File: config.mk
export PLATFORM = sky130hd
export DESIGN_NAME = reg_file_arbiter
export DESIGN_NICKNAME = d
export VERILOG_FILES = /design/src/rtl/reg_file_arbiter.sv
export SDC_FILE = /design/constraint.sdc
export NUM_CORES = 1
export LEC_CHECK = 0
export ABC_CLOCK_PERIOD_IN_PS = 4600
export CAP_MARGIN = 10
export CORE_ASPECT_RATIO = 0.5
export CORE_MARGIN = 2
export CORE_UTILIZATION = 25
export CTS_CLUSTER_DIAMETER = 200
export DETAILED_ROUTE_END_ITERATION = 10
export HOLD_SLACK_MARGIN = 0.02
export PLACE_DENSITY = 0.64
export SYNTH_ARGS = -nofsm -noshare
export SYNTH_HDL_FRONTEND = slang
export SYNTH_SLANG_ARGS = --single-unit
File: constraint.sdc
create_clock -name CLK -period 4.6 [get_ports CLK]
set_input_delay 0.46 -clock CLK [delete_from_list [all_inputs] [get_ports CLK]]
set_output_delay 0.46 -clock CLK [all_outputs]
set_load 0.005 [all_outputs]
File: src/rtl/reg_file_arbiter.sv
// reg_file_arbiter
//   Two-requester arbiter/sequencer in front of a 32-entry register file.
//   The file has registered reads and a synchronous write.
//   Each grant captures one access: an optional write plus two reads.
//   The access is issued to the register file for one cycle (ISSUE).
//   The read data comes back the following cycle (RESP) with an rvalid pulse.
//   Arbitration is round-robin or fixed priority with a starvation guard for r1.
//
// Ports
//   CLK, reset                  clock; synchronous active-high reset
//   pri_mode                    0 = round-robin, 1 = fixed priority (r0 favoured)
//   rN_req/we/waddr/wdata       requester N access request and write fields
//   rN_raddr1/2                 requester N read addresses
//   rN_gnt                      one-cycle pulse: access captured and issued
//   rN_rvalid, rN_rdata1/2      one-cycle response; data is 0 outside rvalid
//   rf_ReadReg1/2, rf_WriteReg,
//   rf_WriteData, rf_RegWrite,
//   rf_priority_mode            register-file port
//   rf_ReadData1/2              register-file read data, valid the cycle after ISSUE
module reg_file_arbiter #(
  parameter int DW         = 32,
  parameter int AW         = 5,
  parameter int STARVE_MAX = 4
) (
  input  logic          CLK,
  input  logic          reset,
  input  logic          pri_mode,
  input  logic          r0_req,
  input  logic          r0_we,
  input  logic [AW-1:0] r0_waddr,
  input  logic [DW-1:0] r0_wdata,
  input  logic [AW-1:0] r0_raddr1,
  input  logic [AW-1:0] r0_raddr2,
  input  logic          r1_req,
  input  logic          r1_we,
  input  logic [AW-1:0] r1_waddr,
  input  logic [DW-1:0] r1_wdata,
  input  logic [AW-1:0] r1_raddr1,
  input  logic [AW-1:0] r1_raddr2,
  output logic          r0_gnt,
  output logic          r0_rvalid,
  output logic [DW-1:0] r0_rdata1,
  output logic [DW-1:0] r0_rdata2,
  output logic          r1_gnt,
  output logic          r1_rvalid,
  output logic [DW-1:0] r1_rdata1,
  output logic [DW-1:0] r1_rdata2,
  output logic [AW-1:0] rf_ReadReg1,
  output logic [AW-1:0] rf_ReadReg2,
  output logic [AW-1:0] rf_WriteReg,
  output logic [DW-1:0] rf_WriteData,
  output logic          rf_RegWrite,
  output logic          rf_priority_mode,
  input  logic [DW-1:0] rf_ReadData1,
  input  logic [DW-1:0] rf_ReadData2
);

  localparam int SW = $clog2(STARVE_MAX + 1);

  typedef enum logic [1:0] {IDLE, ISSUE, RESP} state_t;

  state_t        state_q, state_d;
  logic          rr_ptr_q, rr_ptr_d;
  logic [SW-1:0] starve_q, starve_d;
  logic          owner_q, owner_d;
  logic          we_q, we_d;
  logic [AW-1:0] waddr_q, waddr_d;
  logic [DW-1:0] wdata_q, wdata_d;
  logic [AW-1:0] ra1_q, ra1_d;
  logic [AW-1:0] ra2_q, ra2_d;

  logic arb_en;
  logic win1;
  logic issue;
  logic resp;

  // Next-state, arbitration and capture
  always_comb begin
    state_d  = state_q;
    rr_ptr_d = rr_ptr_q;
    starve_d = starve_q;
    owner_d  = owner_q;
    we_d     = we_q;
    waddr_d  = waddr_q;
    wdata_d  = wdata_q;
    ra1_d    = ra1_q;
    ra2_d    = ra2_q;

    arb_en = (state_q != ISSUE) && (r0_req || r1_req);

    // Winner index: 1 means r1.
    if (r0_req && r1_req) begin
      win1 = pri_mode ? (starve_q == SW'(STARVE_MAX)) : rr_ptr_q;
    end else begin
      win1 = r1_req;
    end

    unique case (state_q)
      IDLE:    if (r0_req || r1_req) state_d = ISSUE;
      ISSUE:   state_d = RESP;
      RESP:    state_d = (r0_req || r1_req) ? ISSUE : IDLE;
      default: state_d = IDLE;
    endcase

    if (arb_en) begin
      owner_d = win1;
      if (r0_req && r1_req && !pri_mode) rr_ptr_d = ~win1;
      // Count only r0 wins that leave r1 waiting; the force point bounds the count.
      if (!win1 && r1_req) begin
        if (starve_q != SW'(STARVE_MAX)) starve_d = starve_q + SW'(1);
      end else begin
        starve_d = '0;
      end
      we_d    = win1 ? r1_we     : r0_we;
      waddr_d = win1 ? r1_waddr  : r0_waddr;
      wdata_d = win1 ? r1_wdata  : r0_wdata;
      ra1_d   = win1 ? r1_raddr1 : r0_raddr1;
      ra2_d   = win1 ? r1_raddr2 : r0_raddr2;
    end
  end

  always_ff @(posedge CLK) begin
    if (reset) begin
      state_q  <= IDLE;
      rr_ptr_q <= 1'b0;
      starve_q <= '0;
      owner_q  <= 1'b0;
      we_q     <= 1'b0;
      waddr_q  <= '0;
      wdata_q  <= '0;
      ra1_q    <= '0;
      ra2_q    <= '0;
    end else begin
      state_q  <= state_d;
      rr_ptr_q <= rr_ptr_d;
      starve_q <= starve_d;
      owner_q  <= owner_d;
      we_q     <= we_d;
      waddr_q  <= waddr_d;
      wdata_q  <= wdata_d;
      ra1_q    <= ra1_d;
      ra2_q    <= ra2_d;
    end
  end

  // Outputs are gated by reset so an in-flight access is dropped in the reset cycle itself.
  always_comb begin
    issue = !reset && (state_q == ISSUE);
    resp  = !reset && (state_q == RESP);

    r0_gnt    = issue && !owner_q;
    r1_gnt    = issue &&  owner_q;
    r0_rvalid = resp  && !owner_q;
    r1_rvalid = resp  &&  owner_q;
    r0_rdata1 = r0_rvalid ? rf_ReadData1 : '0;
    r0_rdata2 = r0_rvalid ? rf_ReadData2 : '0;
    r1_rdata1 = r1_rvalid ? rf_ReadData1 : '0;
    r1_rdata2 = r1_rvalid ? rf_ReadData2 : '0;

    rf_ReadReg1      = reset ? '0 : ra1_q;
    rf_ReadReg2      = reset ? '0 : ra2_q;
    rf_WriteReg      = reset ? '0 : waddr_q;
    rf_WriteData     = reset ? '0 : wdata_q;
    rf_RegWrite      = issue && we_q;
    rf_priority_mode = 1'b0;
  end

endmodule

==> results by group <==
Power and ir drop
  • Pleak: roughly 2.8 nW
  • Pwr/cell area: around 190 mW/mm^2
  • Worst VDD drop: 0.130 mV
  • Net switching fraction of the power: 27.4%
  • Seq pwr share: 38.4%
  • Clock Power Share: 28.9%
  • P_int: 1.02 mW
  • P_sw: 0.387 mW
  • Comb power frac: 32.7%

Die
  • Die Ht: 91.4 microns
  • Die ar.: ~0.016 sq mm
  • Ports: 346
  • Core Area: 0.0147 sq mm
  • Die width: 179 microns
  • Initial core utilization: 26.0%
  • # rows: 31

Worst hold path
  • Worst min-delay path class: flip-flop to flip-flop
  • HP Start: starve_q[1]$_SDFFE_PP0P_
  • Hold Path Sink: starve_q[1]$_SDFFE_PP0P_
  • Hold path depth: 2

Route
  • Drt initial violations: 135
  • DR vias/cell: about 4.4
  • DRT antenna net count: 0
  • Post-DR wirelength/cell: between 15 and 20 microns
  • # DRC: 0
  • Total Wirelength: 18.0 mm
  • Pre-antenna DRT Iters: 4
  • Via count: 4550

Timing
  • Final min period: 3.12 ns
  • Fin Clk Skew: ~0.0066 ns
  • Worst Max-Slew Pin Slew: around 1.1 ns
  • Max_slew headroom: 24.6%
  • Final hold slack: 0.480 ns
  • FMAX: roughly 320 MHz
  • Setup TNS: 0 ns
  • Final Max Tran Viols: 0
  • Hold Fails Final Rpt: 0
  • Setup Viol. Count Final: 0
  • Final WS setup: 1.48 ns
  • Period utilization: 67.7%
  • RSZ-0062 raised after global routing: no

Finish
  • Final Non-Filler Cells: 1025
  • Layout area overhead: 96.9%
  • Share of cells above drive strength 1: 6.55%
  • Final #Nets: 991

Setup path
  • Worst setup SP type: input port
  • WP buf/inv: 2
  • Reg-to-Reg Start: starve_q[0]$_SDFFE_PP0P_
  • Worst reg-to-reg setup slack: 2.10 ns
  • Worst R2R Path Depth: 7
  • Worst r2r dst: wdata_q[31]$_SDFFE_PP0P_
  • Endpoint class of the critical path: primary output
  • Worst Path Required: 4.14 ns
  • CP arrival: 2.66 ns
  • Critical path cell sequence: buf_4 -> nor2_1 -> nand2_1 -> nor2_4 -> and2_1 -> clkdlybuf4s50_1
  • CP max stage cell: nor2_4
  • Crit-path leading delay family: simple AND/OR/NAND/NOR gates
  • Critical Setup Path Class: input port to primary output
  • Maximum net fanout on the critical path: 65
  • Crit path largest cell delay: 0.83 ns

GRT
  • First-pass GRT wire length: 27.0 mm
  • GRT overflow: 0
  • Largest net degree at the start of global routing: 73
  • Initial antenna violation count: 1
  • Tot GR Track Use: 21.4%
  • GR peak layer: met2
  • Met1 Use GR: about 26%
  • Vias in the first global route: roughly 4.7k
  • GR Util met2: between 30% and 40%
  • Met3 GRT Util: 4.98%

Placed design
  • Post-place setup slack: 1.49 ns
  • GPL Wtd Cong: approximately 0.9
  • Port bufs: between 300 and 400
  • Inst Count DP: a little over 1k
  • DP HPWL: 14.1 mm

Yosys
  • #FFs+latches synth: 55
  • Synth cell types: 36
  • Post-Synthesis Cell Area: approximately 0.0038 sq mm
  • Gate Count Post-Synth: 514
  • Register area share after synthesis: 28.8%
  • Syn_nets: 681
  • Syn avg cell area: 7.43 sq um
  • Ys Warns: 0

Clocking
  • # resized after CTS: 0
  • Max clock buf depth: 2
  • CTS Sinks: between 50 and 60
  • CTS root buf: clkbuf_16
  • H-tree depth: 2
  • Skew-Pair Late Insertion Delay: 0.30 ns
  • TritonCTS clock tree: yes
  • Post-CTS setup buffer count: 0
  • CTS clk-pin slew, worst paths: 0.07 ns
  • Total CTS buffers: 5
  • Hold-fix buffers at CTS: 0

Status
  • Status: completed

Job
  • Maxcap violations: 0
==> per-stage QoR <==
stage	utilization (%)	instance area (sq um)	power, mW
finish	51.2	7520	1.41
detailed placement	50.0	7360	1.02
global placement	50.0	7360	1.01
global route	51.1	7520	1.49
floorplan	-	3820	0.751
CTS	51.1	7520	1.44
==> state kept, by name, indices dropped and copies added, names as in the netlist <==
| signal | flops |
|---|---|
| waddr_q | 5 |
| state_q | 2 |
| we_q | 1 |
| starve_q | 3 |
| owner_q | 1 |
| ra1_q | 5 |
| wdata_q | 32 |
| rr_ptr_q | 1 |
| ra2_q | 5 |
==> synthesized netlist by cell type (all sizes together) <==
cell type  instances  area share (%)
clkbuf            27             2.7
nand4b             1            0.23
o21ai              2            0.36
conb               1           0.098
nand2             51             5.0
and2             130              21
mux2               1            0.29
buf               21             3.5
nor3               1            0.13
and3               2            0.33
nor2              53             5.2
o221ai             1            0.23
nand3b             2            0.39
a21boi             2            0.49
o31ai              1            0.33
a22oi              1            0.20
inv                5            0.49
o31a               1            0.26
a211oi            48              12
or3b               1            0.23
nor2b             48             7.9
a211o              2            0.46
nand2b             2            0.33
dfxtp             55              29
a21oi             51             7.7
nor4               1            0.16
ha                 2            0.65
xor2               1            0.23
==> kinds of logic (layout without fill, tap and decap cells) <==
kind of cell / after synthesis / in the layout / synth area share, %
AO/OA/AOI/OAI: 109 / 109 / 22.0
XOR/XNOR: 1 / 1 / 0.229
adder cells (fa/ha/maj): 2 / 2 / 0.655
buffers and inverters: 53 / 364 / 6.68
flip-flops: 55 / 55 / 28.8
multiplexers: 1 / 1 / 0.295
other: 1 / 3 / 0.0982
AND/OR/NAND/NOR: 292 / 292 / 41.2
==> metal layers <==
metal	routed length, microns	up-vias	share of wire (%)
li1	-	2302	-
met1	7790	2091	43
met2	8890	134	50
met3	925	23	5.1
met4	355	0	2.0
met5	0	-	0
==> power by group through the flow <==
| stage | clock [mW] | combinational [mW] | sequential, mW |
|---|---|---|---|
| final | 0.409 | 0.461 | 0.542 |
| after global routing | 0.442 | 0.504 | 0.548 |
| after CTS | 0.427 | 0.467 | 0.542 |
| after detailed placement | 0 | 0.464 | 0.553 |
| after global placement | 0 | 0.460 | 0.551 |
| after floorplan | 0 | 0.203 | 0.548 |
==> tightest hold or removal path, stage by stage, from the launching register on <==
cell,delay [ns]
dfxtp_1,0.33
nand2_1,0.06
a21oi_1,0.05
==> placed cells by master (no fill, tap or decap), types with 2 or more instances in the layout <==
master             n
nor2_1            52
clkdlybuf4s50_1  343
nand2_1           51
inv_1              4
a21oi_1           41
buf_4              8
a211oi_1          28
clkbuf_16          5
a211oi_2          20
and3_1             2
dfxtp_1           55
a211o_1            2
a21oi_2           10
clkbuf_8           2
diode_2            2
nand2b_1           2
nand3b_1           2
ha_1               2
nor2b_1           48
and2_1           130
==> worst max path at each step <==
stage | startpoint | endpoint | slack (ns) | cells past startpoint
floorplan | reset | r1_rdata1[10] | 2.80 | 5
global placement | reset | r0_rdata1[5] | 1.52 | 6
detailed placement | reset | r0_rdata1[5] | 1.49 | 6
CTS | reset | r0_rdata1[5] | 1.48 | 6
global route | reset | r0_rdata1[5] | 1.25 | 6
finish | reset | r0_rdata1[5] | 1.48 | 6
==> area by class of cell <==
class	instances	area [sq um]
Antenna cell	2	5.00
Clock buffer	7	153
Clock inverter	1	7.51
Fill cell	1408	7180
Inverter	5	18.8
Multi-Input combinational cell	406	2490
Sequential cell	55	1100
Tap cell	198	248
Timing Repair Buffer	351	3490
Note: power is estimated with default switching activity, not from simulation.
